--- config.mk ---
export PLATFORM = sky130hd
export DESIGN_NAME = watchdog_rf_sequencer
export DESIGN_NICKNAME = d
export VERILOG_FILES = /design/src/rtl/watchdog_rf_sequencer.sv
export SDC_FILE = /design/constraint.sdc
export NUM_CORES = 1
export LEC_CHECK = 0
export CAP_MARGIN = 10
export CELL_PAD_IN_SITES_DETAIL_PLACEMENT = 0
export CELL_PAD_IN_SITES_GLOBAL_PLACEMENT = 1
export CORE_MARGIN = 2
export CORE_UTILIZATION = 44
export CTS_BUF_LIST = sky130_fd_sc_hd__clkbuf_8
export DETAILED_ROUTE_END_ITERATION = 8
export HOLD_SLACK_MARGIN = 0.08
export PLACE_DENSITY = 0.95
export SYNTH_ARGS = -nofsm -noshare
export SYNTH_HDL_FRONTEND = slang
export SYNTH_SLANG_ARGS = --single-unit
--- constraint.sdc ---
create_clock -name clk -period 2.8 [get_ports clk]
set_input_delay 0.28 -clock clk [delete_from_list [all_inputs] [get_ports clk]]
set_output_delay 0.28 -clock clk [all_outputs]
set_load 0.02 [all_outputs]
--- src/rtl/watchdog_rf_sequencer.sv ---
// watchdog_rf_sequencer
// Owns the watchdog timer controls and the RF enable/gain of the AM transmitter.
// Combines the masked per-source heartbeats into one watchdog heartbeat. Ramps
// the RF gain up when armed, and ramps it down on disarm or on a watchdog trip.
// A trip latches a fault until the host clears it and a cooldown elapses.
// Every output comes from a register. Output decode uses the next state, so
// each output matches the state shown on state_o in the same cycle.
module watchdog_rf_sequencer #(
  parameter int NUM_SRC      = 4,
  parameter int GAIN_W       = 8,
  parameter int GAIN_MAX     = 255,
  parameter int RAMP_STEP    = 32,
  parameter int COOLDOWN_CYC = 16
) (
  input  logic               clk,
  input  logic               rstn,
  input  logic               arm,
  input  logic               disarm,
  input  logic               clear_fault,
  input  logic [NUM_SRC-1:0] src_mask,
  input  logic [NUM_SRC-1:0] src_beat,
  input  logic               wd_warning,
  input  logic               wd_triggered,
  output logic               wd_enable,
  output logic               wd_force_reset,
  output logic               wd_heartbeat,
  output logic               rf_enable,
  output logic [GAIN_W-1:0]  rf_gain,
  output logic               fault,
  output logic               warn,
  output logic [2:0]         state_o
);

  typedef enum logic [2:0] {
    ST_IDLE      = 3'd0,
    ST_ARMING    = 3'd1,
    ST_RAMP_UP   = 3'd2,
    ST_RUN       = 3'd3,
    ST_RAMP_DOWN = 3'd4,
    ST_FAULT     = 3'd5,
    ST_COOLDOWN  = 3'd6
  } state_e;

  localparam logic [GAIN_W:0]   STEP_X = (GAIN_W+1)'(RAMP_STEP);
  localparam logic [GAIN_W:0]   MAX_X  = (GAIN_W+1)'(GAIN_MAX);
  localparam logic [GAIN_W-1:0] MAX_G  = GAIN_W'(GAIN_MAX);
  localparam int                CNT_W  = (COOLDOWN_CYC > 1) ? $clog2(COOLDOWN_CYC) : 1;
  localparam logic [CNT_W-1:0]  CNT_LAST = CNT_W'(COOLDOWN_CYC - 1);

  // Saturating ramp-up step. The sum is one bit wider, so it cannot wrap before the clamp.
  function automatic logic [GAIN_W-1:0] ramp_up_f(input logic [GAIN_W-1:0] g);
    logic [GAIN_W:0] sum;
    sum = {1'b0, g} + STEP_X;
    if (sum >= MAX_X) begin
      ramp_up_f = MAX_G;
    end else begin
      ramp_up_f = sum[GAIN_W-1:0];
    end
  endfunction

  // Ramp-down step that stops at zero instead of underflowing.
  function automatic logic [GAIN_W-1:0] ramp_down_f(input logic [GAIN_W-1:0] g);
    if ({1'b0, g} > STEP_X) begin
      ramp_down_f = g - STEP_X[GAIN_W-1:0];
    end else begin
      ramp_down_f = '0;
    end
  endfunction

  // Heartbeat aggregation runs only while the transmitter ramps up or runs.
  function automatic logic hb_state_f(input state_e s);
    hb_state_f = (s == ST_RAMP_UP) || (s == ST_RUN);
  endfunction

  state_e              state_q, state_d;
  logic [GAIN_W-1:0]   gain_q, gain_d;
  logic                trip_q, trip_d;
  logic [CNT_W-1:0]    cnt_q, cnt_d;
  logic [NUM_SRC-1:0]  seen_q, seen_d;
  logic [NUM_SRC-1:0]  mask_q;
  logic                wd_enable_q, wd_enable_d;
  logic                wd_force_reset_q, wd_force_reset_d;
  logic                wd_heartbeat_q, wd_heartbeat_d;
  logic                rf_enable_q, rf_enable_d;
  logic                fault_q, fault_d;
  logic                warn_q, warn_d;
  logic [GAIN_W-1:0]   gain_up_s, gain_dn_s;
  logic [NUM_SRC-1:0]  seen_next_s;
  logic                hb_active_s;

  assign gain_up_s = ramp_up_f(gain_q);
  assign gain_dn_s = ramp_down_f(gain_q);

  // Sequencer: next state, gain ramp, trip flag and cooldown counter.
  always_comb begin
    state_d = state_q;
    gain_d  = gain_q;
    trip_d  = trip_q;
    cnt_d   = cnt_q;
    case (state_q)
      ST_IDLE: begin
        gain_d = '0;
        trip_d = 1'b0;
        cnt_d  = '0;
        if (arm && !disarm && (src_mask != '0)) begin
          state_d = ST_ARMING;
        end else begin
          state_d = ST_IDLE;
        end
      end
      ST_ARMING: begin
        gain_d  = gain_up_s;
        state_d = ST_RAMP_UP;
      end
      ST_RAMP_UP, ST_RUN: begin
        if (wd_triggered) begin
          // A trip beats a disarm that arrives in the same cycle.
          state_d = ST_RAMP_DOWN;
          trip_d  = 1'b1;
          gain_d  = gain_dn_s;
        end else if (disarm) begin
          state_d = ST_RAMP_DOWN;
          trip_d  = 1'b0;
          gain_d  = gain_dn_s;
        end else if (state_q == ST_RUN) begin
          state_d = ST_RUN;
          gain_d  = MAX_G;
        end else begin
          gain_d = gain_up_s;
          if (gain_up_s == MAX_G) begin
            state_d = ST_RUN;
          end else begin
            state_d = ST_RAMP_UP;
          end
        end
      end
      ST_RAMP_DOWN: begin
        // A trip during a disarm ramp turns it into a fault ramp.
        trip_d = trip_q | wd_triggered;
        if (gain_q == '0) begin
          gain_d = '0;
          if (trip_q || wd_triggered) begin
            state_d = ST_FAULT;
          end else begin
            state_d = ST_IDLE;
          end
        end else begin
          gain_d  = gain_dn_s;
          state_d = ST_RAMP_DOWN;
        end
      end
      ST_FAULT: begin
        gain_d = '0;
        trip_d = 1'b0;
        cnt_d  = '0;
        if (clear_fault) begin
          state_d = ST_COOLDOWN;
        end else begin
          state_d = ST_FAULT;
        end
      end
      ST_COOLDOWN: begin
        gain_d = '0;
        if (cnt_q == CNT_LAST) begin
          cnt_d   = '0;
          state_d = ST_IDLE;
        end else begin
          cnt_d   = cnt_q + CNT_W'(1);
          state_d = ST_COOLDOWN;
        end
      end
      default: begin
        state_d = ST_IDLE;
        gain_d  = '0;
        trip_d  = 1'b0;
        cnt_d   = '0;
      end
    endcase
  end

  // Heartbeat aggregation: pulse once every masked source has beaten, then start over.
  always_comb begin
    seen_next_s    = seen_q | (src_beat & src_mask);
    hb_active_s    = hb_state_f(state_q) && hb_state_f(state_d);
    seen_d         = '0;
    wd_heartbeat_d = 1'b0;
    if (!hb_active_s) begin
      seen_d         = '0;
      wd_heartbeat_d = 1'b0;
    end else if (src_mask != mask_q) begin
      // Progress toward the old mask does not count toward a new one.
      seen_d         = '0;
      wd_heartbeat_d = 1'b0;
    end else if ((seen_next_s == src_mask) && (src_mask != '0)) begin
      // Beats that complete the set are used up here and not carried into the next round.
      seen_d         = '0;
      wd_heartbeat_d = 1'b1;
    end else begin
      seen_d         = seen_next_s;
      wd_heartbeat_d = 1'b0;
    end
  end

  // Output decode from the next state, so each registered output lines up with its state.
  always_comb begin
    wd_enable_d      = 1'b0;
    wd_force_reset_d = 1'b0;
    rf_enable_d      = 1'b0;
    fault_d          = 1'b0;
    warn_d           = 1'b0;
    case (state_d)
      ST_IDLE: begin
        wd_enable_d = 1'b0;
      end
      ST_ARMING: begin
        wd_enable_d      = 1'b1;
        wd_force_reset_d = 1'b1;
      end
      ST_RAMP_UP: begin
        wd_enable_d = 1'b1;
        rf_enable_d = 1'b1;
      end
      ST_RUN: begin
        wd_enable_d = 1'b1;
        rf_enable_d = 1'b1;
        warn_d      = wd_warning;
      end
      ST_RAMP_DOWN: begin
        rf_enable_d = (gain_d != '0);
      end
      ST_FAULT, ST_COOLDOWN: begin
        fault_d = 1'b1;
      end
      default: begin
        wd_enable_d = 1'b0;
      end
    endcase
  end

  // State, datapath and output registers; asynchronous reset clears everything.
  always_ff @(posedge clk or negedge rstn) begin
    if (!rstn) begin
      state_q          <= ST_IDLE;
      gain_q           <= '0;
      trip_q           <= 1'b0;
      cnt_q            <= '0;
      seen_q           <= '0;
      mask_q           <= '0;
      wd_enable_q      <= 1'b0;
      wd_force_reset_q <= 1'b0;
      wd_heartbeat_q   <= 1'b0;
      rf_enable_q      <= 1'b0;
      fault_q          <= 1'b0;
      warn_q           <= 1'b0;
    end else begin
      state_q          <= state_d;
      gain_q           <= gain_d;
      trip_q           <= trip_d;
      cnt_q            <= cnt_d;
      seen_q           <= seen_d;
      mask_q           <= src_mask;
      wd_enable_q      <= wd_enable_d;
      wd_force_reset_q <= wd_force_reset_d;
      wd_heartbeat_q   <= wd_heartbeat_d;
      rf_enable_q      <= rf_enable_d;
      fault_q          <= fault_d;
      warn_q           <= warn_d;
    end
  end

  assign wd_enable      = wd_enable_q;
  assign wd_force_reset = wd_force_reset_q;
  assign wd_heartbeat   = wd_heartbeat_q;
  assign rf_enable      = rf_enable_q;
  assign rf_gain        = gain_q;
  assign fault          = fault_q;
  assign warn           = warn_q;
  assign state_o        = state_q;

endmodule

==> impl_summary.txt <==
----------------------------------------------------
[Global routing]
  Largest net degree at the start of global routing ... 31
  Number of antenna violations at the first check in global routing ... 0
  Remaining global-route overflow ... 0
  Vias in the first global route ... 1,280
  First-pass GRT wire length ... roughly 5.9 mm
  Overall global routing resource usage ... 18.4%

[Routing]
  Antenna Violating Nets Remaining ... 0
  Average routed wire per standard cell ... between 10 and 15 um
  DRT Pass-1 Iters ... 4
  Drt total wl ... approximately 3.5 mm
  Vias after detailed routing ... roughly 1,400
  Iteration-0 DRC count of the detailed router ... around 120
  Residual DRC count ... 0
  Average vias per placed instance ... between 5 and 6

[Setup path]
  WP data arrival ... around 2300 ps
  Critical path start-end classification ... reg -> reg
  Worst reg2reg setup slack ... between 600 and 700 ps
  WP data required ... between 2000 and 3000 ps
  Kind of end point of the critical path ... flip-flop
  Startpoint of the worst setup timing path ... rf_gain[5]
  Origin of the critical flop-to-flop path ... rf_gain[5]
  Sort of element at the start of the critical path ... flip-flop
  Worst-path fanout max ... 6
  Biggest cell delay along the critical path ... 460 ps
  Kind of cell with the highest combined delay on the critical path ... compound AO/OA/AOI/OAI gates
  Endpoint of the worst register-to-register path ... wd_enable
  R2R depth ... 7
  Endpoint of the worst setup timing path ... wd_enable
  Number of buffer and inverter instances along the worst setup path ... 1
  Cells along the critical path ... inv_2 -> ha_1 -> a21o_1 -> a2bb2oi_4 -> nor2_2 -> a2111oi_4 -> a21oi_1
  Critical-path top delay cell ... dfrtp_1
  Number of cells on the critical path ... 7

[Synth]
  Post-Synth XOR/XNOR Area ... 3.16%
  Portion of the post-synthesis area used by sequential elements ... a little under half
  Post-Syn Nets ... 196
  Combinational family with the most area after synthesis ... simple AND/OR/NAND/NOR gates
  Area share of fa/ha/maj cells after synthesis ... approximately 3%
  Count of flip-flops with a built-in enable after synthesis ... 0
  Number of standard cells after synthesis ... 177
  Complex-gate fraction of the synthesized area ... about a fifth
  Count of state elements after synthesis ... 30
  Async S/R FF share, synth ... 100%
  Number of distinct library cells after synthesis ... around 50
  Synth Warn # ... 0
  Mux cell area share after synthesis ... less than 1%
  Summed instance area of the synthesized netlist ... 1670 um^2
  Dominant register cell in the synthesized netlist ... dfrtp_1
  Mean post-synth cell area ... approximately 9.4 um^2
  Simple-gate portion of the synthesized area ... a little under a quarter

[Power]
  Clock power share ... 24.2%
  Reg power frac ... 34.2%
  Switching power of the nets ... approximately 0.69 mW
  Max rail drop VDD ... just under 0.4 mV
  Static Leak ... a little over 0.9 nW
  Switching share of power ... 37.8%
  Pwr per Cell Area ... 857 nW/um^2
  P_int ... approximately 1.1 mW
  Comb power frac ... a little over two fifths

[Final layout]
  Fillcell total ... approximately 320
  Storage element area ... 751 um^2
  Combined area of the multi-input logic cells ... about 850 um^2
  Count of non-filler cells in the finished layout ... 260
  Fin nets ... about 230
  Share of cells above drive strength 1 ... around 11%
  Number of antenna repair diodes ... 0
  Area overhead of the layout relative to synthesis ... 28.1%
  Most common library cell in the layout ignoring fill and taps ... clkdlybuf4s50_1
  Post-Route Utilization ... roughly three fifths
  Most frequent cells in the layout ... 31 x clkdlybuf4s50_1, 30 x dfrtp_1, 22 x nor2_1, 13 x nand2_1

[Die]
  Number of I/O pins ... 32
  Initial standard-cell utilization of the core ... 45.5%
  Number of core rows ... 22
  Die outline width ... 65.5 um
  Core area ... between 3000 and 4000 um^2
  Die extent in y ... about 66 um
  Total Die Area ... between 4000 and 5000 um^2

[Worst hold path]
  Hold Path Class ... in -> async

[Placement]
  Number of placed cells counting well taps ... 253
  Final weighted congestion of routability-driven global placement ... roughly 0.78
  Port-buffer cells ... 31
  Post-placement worst setup slack ... 659 ps
  Detailed placer's ending HPWL ... between 2 and 2.5 mm

[Timing]
  Crit path time final ... ~2100 ps
  Maximum achievable frequency ... 0.466 GHz
  Setup repair after global routing missed its margin ... false
  Clock Skews ... between 3 and 4 ps
  Slew margin rel. ... between 60 and 70%
  Finish-stage setup viols ... 0
  Slew of the pin with the lowest slew margin ... 480 ps
  Final clock period utilization by the worst path ... approximately three quarters
  Number of hold-slack violations in the final timing report ... 0
  Final-layout setup total negative slack ... 0 ps
  Final setup slack of the worst path ... 654 ps
  Final-report max-slew violation count ... 0

[Clock network]
  Clock tree buffer depth ... 2
  Number of resized instances in the post-cts repair step ... 0
  Post-CTS Hold Buffers ... 0
  Post-CTS clock slew at the launch and capture registers of the worst setup and hold paths ... 60 ps
  Setup fix buffers added after clock tree synthesis ... 0
  Root buf cell ... clkbuf_8
  CTS tree ... done
  Maximum level of the CTS H-tree ... 2
  Source-to-sink clock delay at the later pin of the worst-skew pair ... between 200 and 300 ps
  Clock net sink count ... 30
  Number of clock buffers inserted by TritonCTS ... 5

[Job]
  Number of max-capacitance violations reported ... 0

[Status]
  Outcome ... finished, final reports clean

----------------------------------------------------
metrics by stage:
stage          total power, mW  instance area, um^2  hold WS [ps]
3_5_place_dp              1.39                 2020           491
4_1_cts                   1.84                 2130           395
3_3_place_gp              1.38                 2020           467
2_1_floorplan             1.16                 1670         -15.6
5_1_grt                   1.95                 2130           451
6_report                  1.83                 2130           385
sequential cells by signal (all words and copies together) (netlist names):
| name | count |
|---|---|
| warn | 1 |
| fault | 1 |
| wd_force_reset | 1 |
| rf_gain | 8 |
| mask_q | 4 |
| cnt_q | 4 |
| wd_enable | 1 |
| state_o | 3 |
| wd_heartbeat | 1 |
| rf_enable | 1 |
| trip_q | 1 |
| seen_q | 4 |
layout make-up:
class / instances / share of cell area (%)
clock buffers: 6 / 3.87
clock inverters: 1 / 1.41
inverters: 10 / 1.76
multi-input cells: 133 / 40.1
flip-flops and latches: 30 / 35.2
well taps: 48 / 2.82
repair buffers: 32 / 14.9
power by group through the flow:
stage / combinational, mW / sequential (mW) / clock, mW
3_5_place_dp: 0.753 / 0.633 / 0
4_1_cts: 0.759 / 0.625 / 0.454
2_1_floorplan: 0.515 / 0.643 / 0
3_3_place_gp: 0.749 / 0.633 / 0
6_report: 0.759 / 0.625 / 0.443
5_1_grt: 0.838 / 0.640 / 0.468
cells by family (layout without fill, tap and decap cells):
logic type | Yosys count | count (layout)
buffers and inverters | 14 | 49
DFF | 30 | 30
and+or+nand+nor | 75 | 75
AOI/OAI and AO/OA | 47 | 47
xor gates and xnor gates | 6 | 6
adders and majority gates | 4 | 4
muxes | 1 | 1
worst min path at each step:
stage	depth (start not counted)	from	slack (ps)	endpoint
final	2	rstn	390	cnt_q[2]
after floorplan	0	rstn	-20	cnt_q[0]
after global placement	1	cnt_q[3]	470	cnt_q[3]
after CTS	2	rstn	390	cnt_q[2]
after detailed placement	1	cnt_q[3]	490	cnt_q[3]
after global routing	2	rstn	450	wd_heartbeat
per-layer routing:
metal  track usage [%]  wire length, um
met1              24.9             1680
met2              27.3             1550
met3              5.31              172
met4              8.59               66
met5                 0                0
cells in the mapped netlist, types with 3 or more instances:
| master | instances | share of area [%] |
|---|---|---|
| nor2_1 | 22 | 5.0 |
| o21ai_0 | 7 | 2.1 |
| nor2b_1 | 3 | 1.1 |
| xor2_1 | 4 | 2.1 |
| o21a_1 | 6 | 2.7 |
| nand2b_1 | 4 | 1.5 |
| dfrtp_1 | 30 | 45 |
| inv_1 | 9 | 2.0 |
| a21oi_1 | 11 | 3.3 |
| nand3_1 | 11 | 3.3 |
| buf_2 | 3 | 0.90 |
| o22ai_1 | 3 | 1.1 |
| ha_1 | 4 | 3.0 |
| nor3_1 | 3 | 0.90 |
| nand2_1 | 13 | 2.9 |
worst reg2reg max path, delay by kind of cell (launching register included):
kind                     cells  cell delay, ps
AO/OA/AOI/OAI                4            1000
adder cells (fa/ha/maj)      1             380
buffers and inverters        1             110
flip-flops                   1             460
AND/OR/NAND/NOR              1              70
No activity file was read; power rests on OpenSTA's default activity.
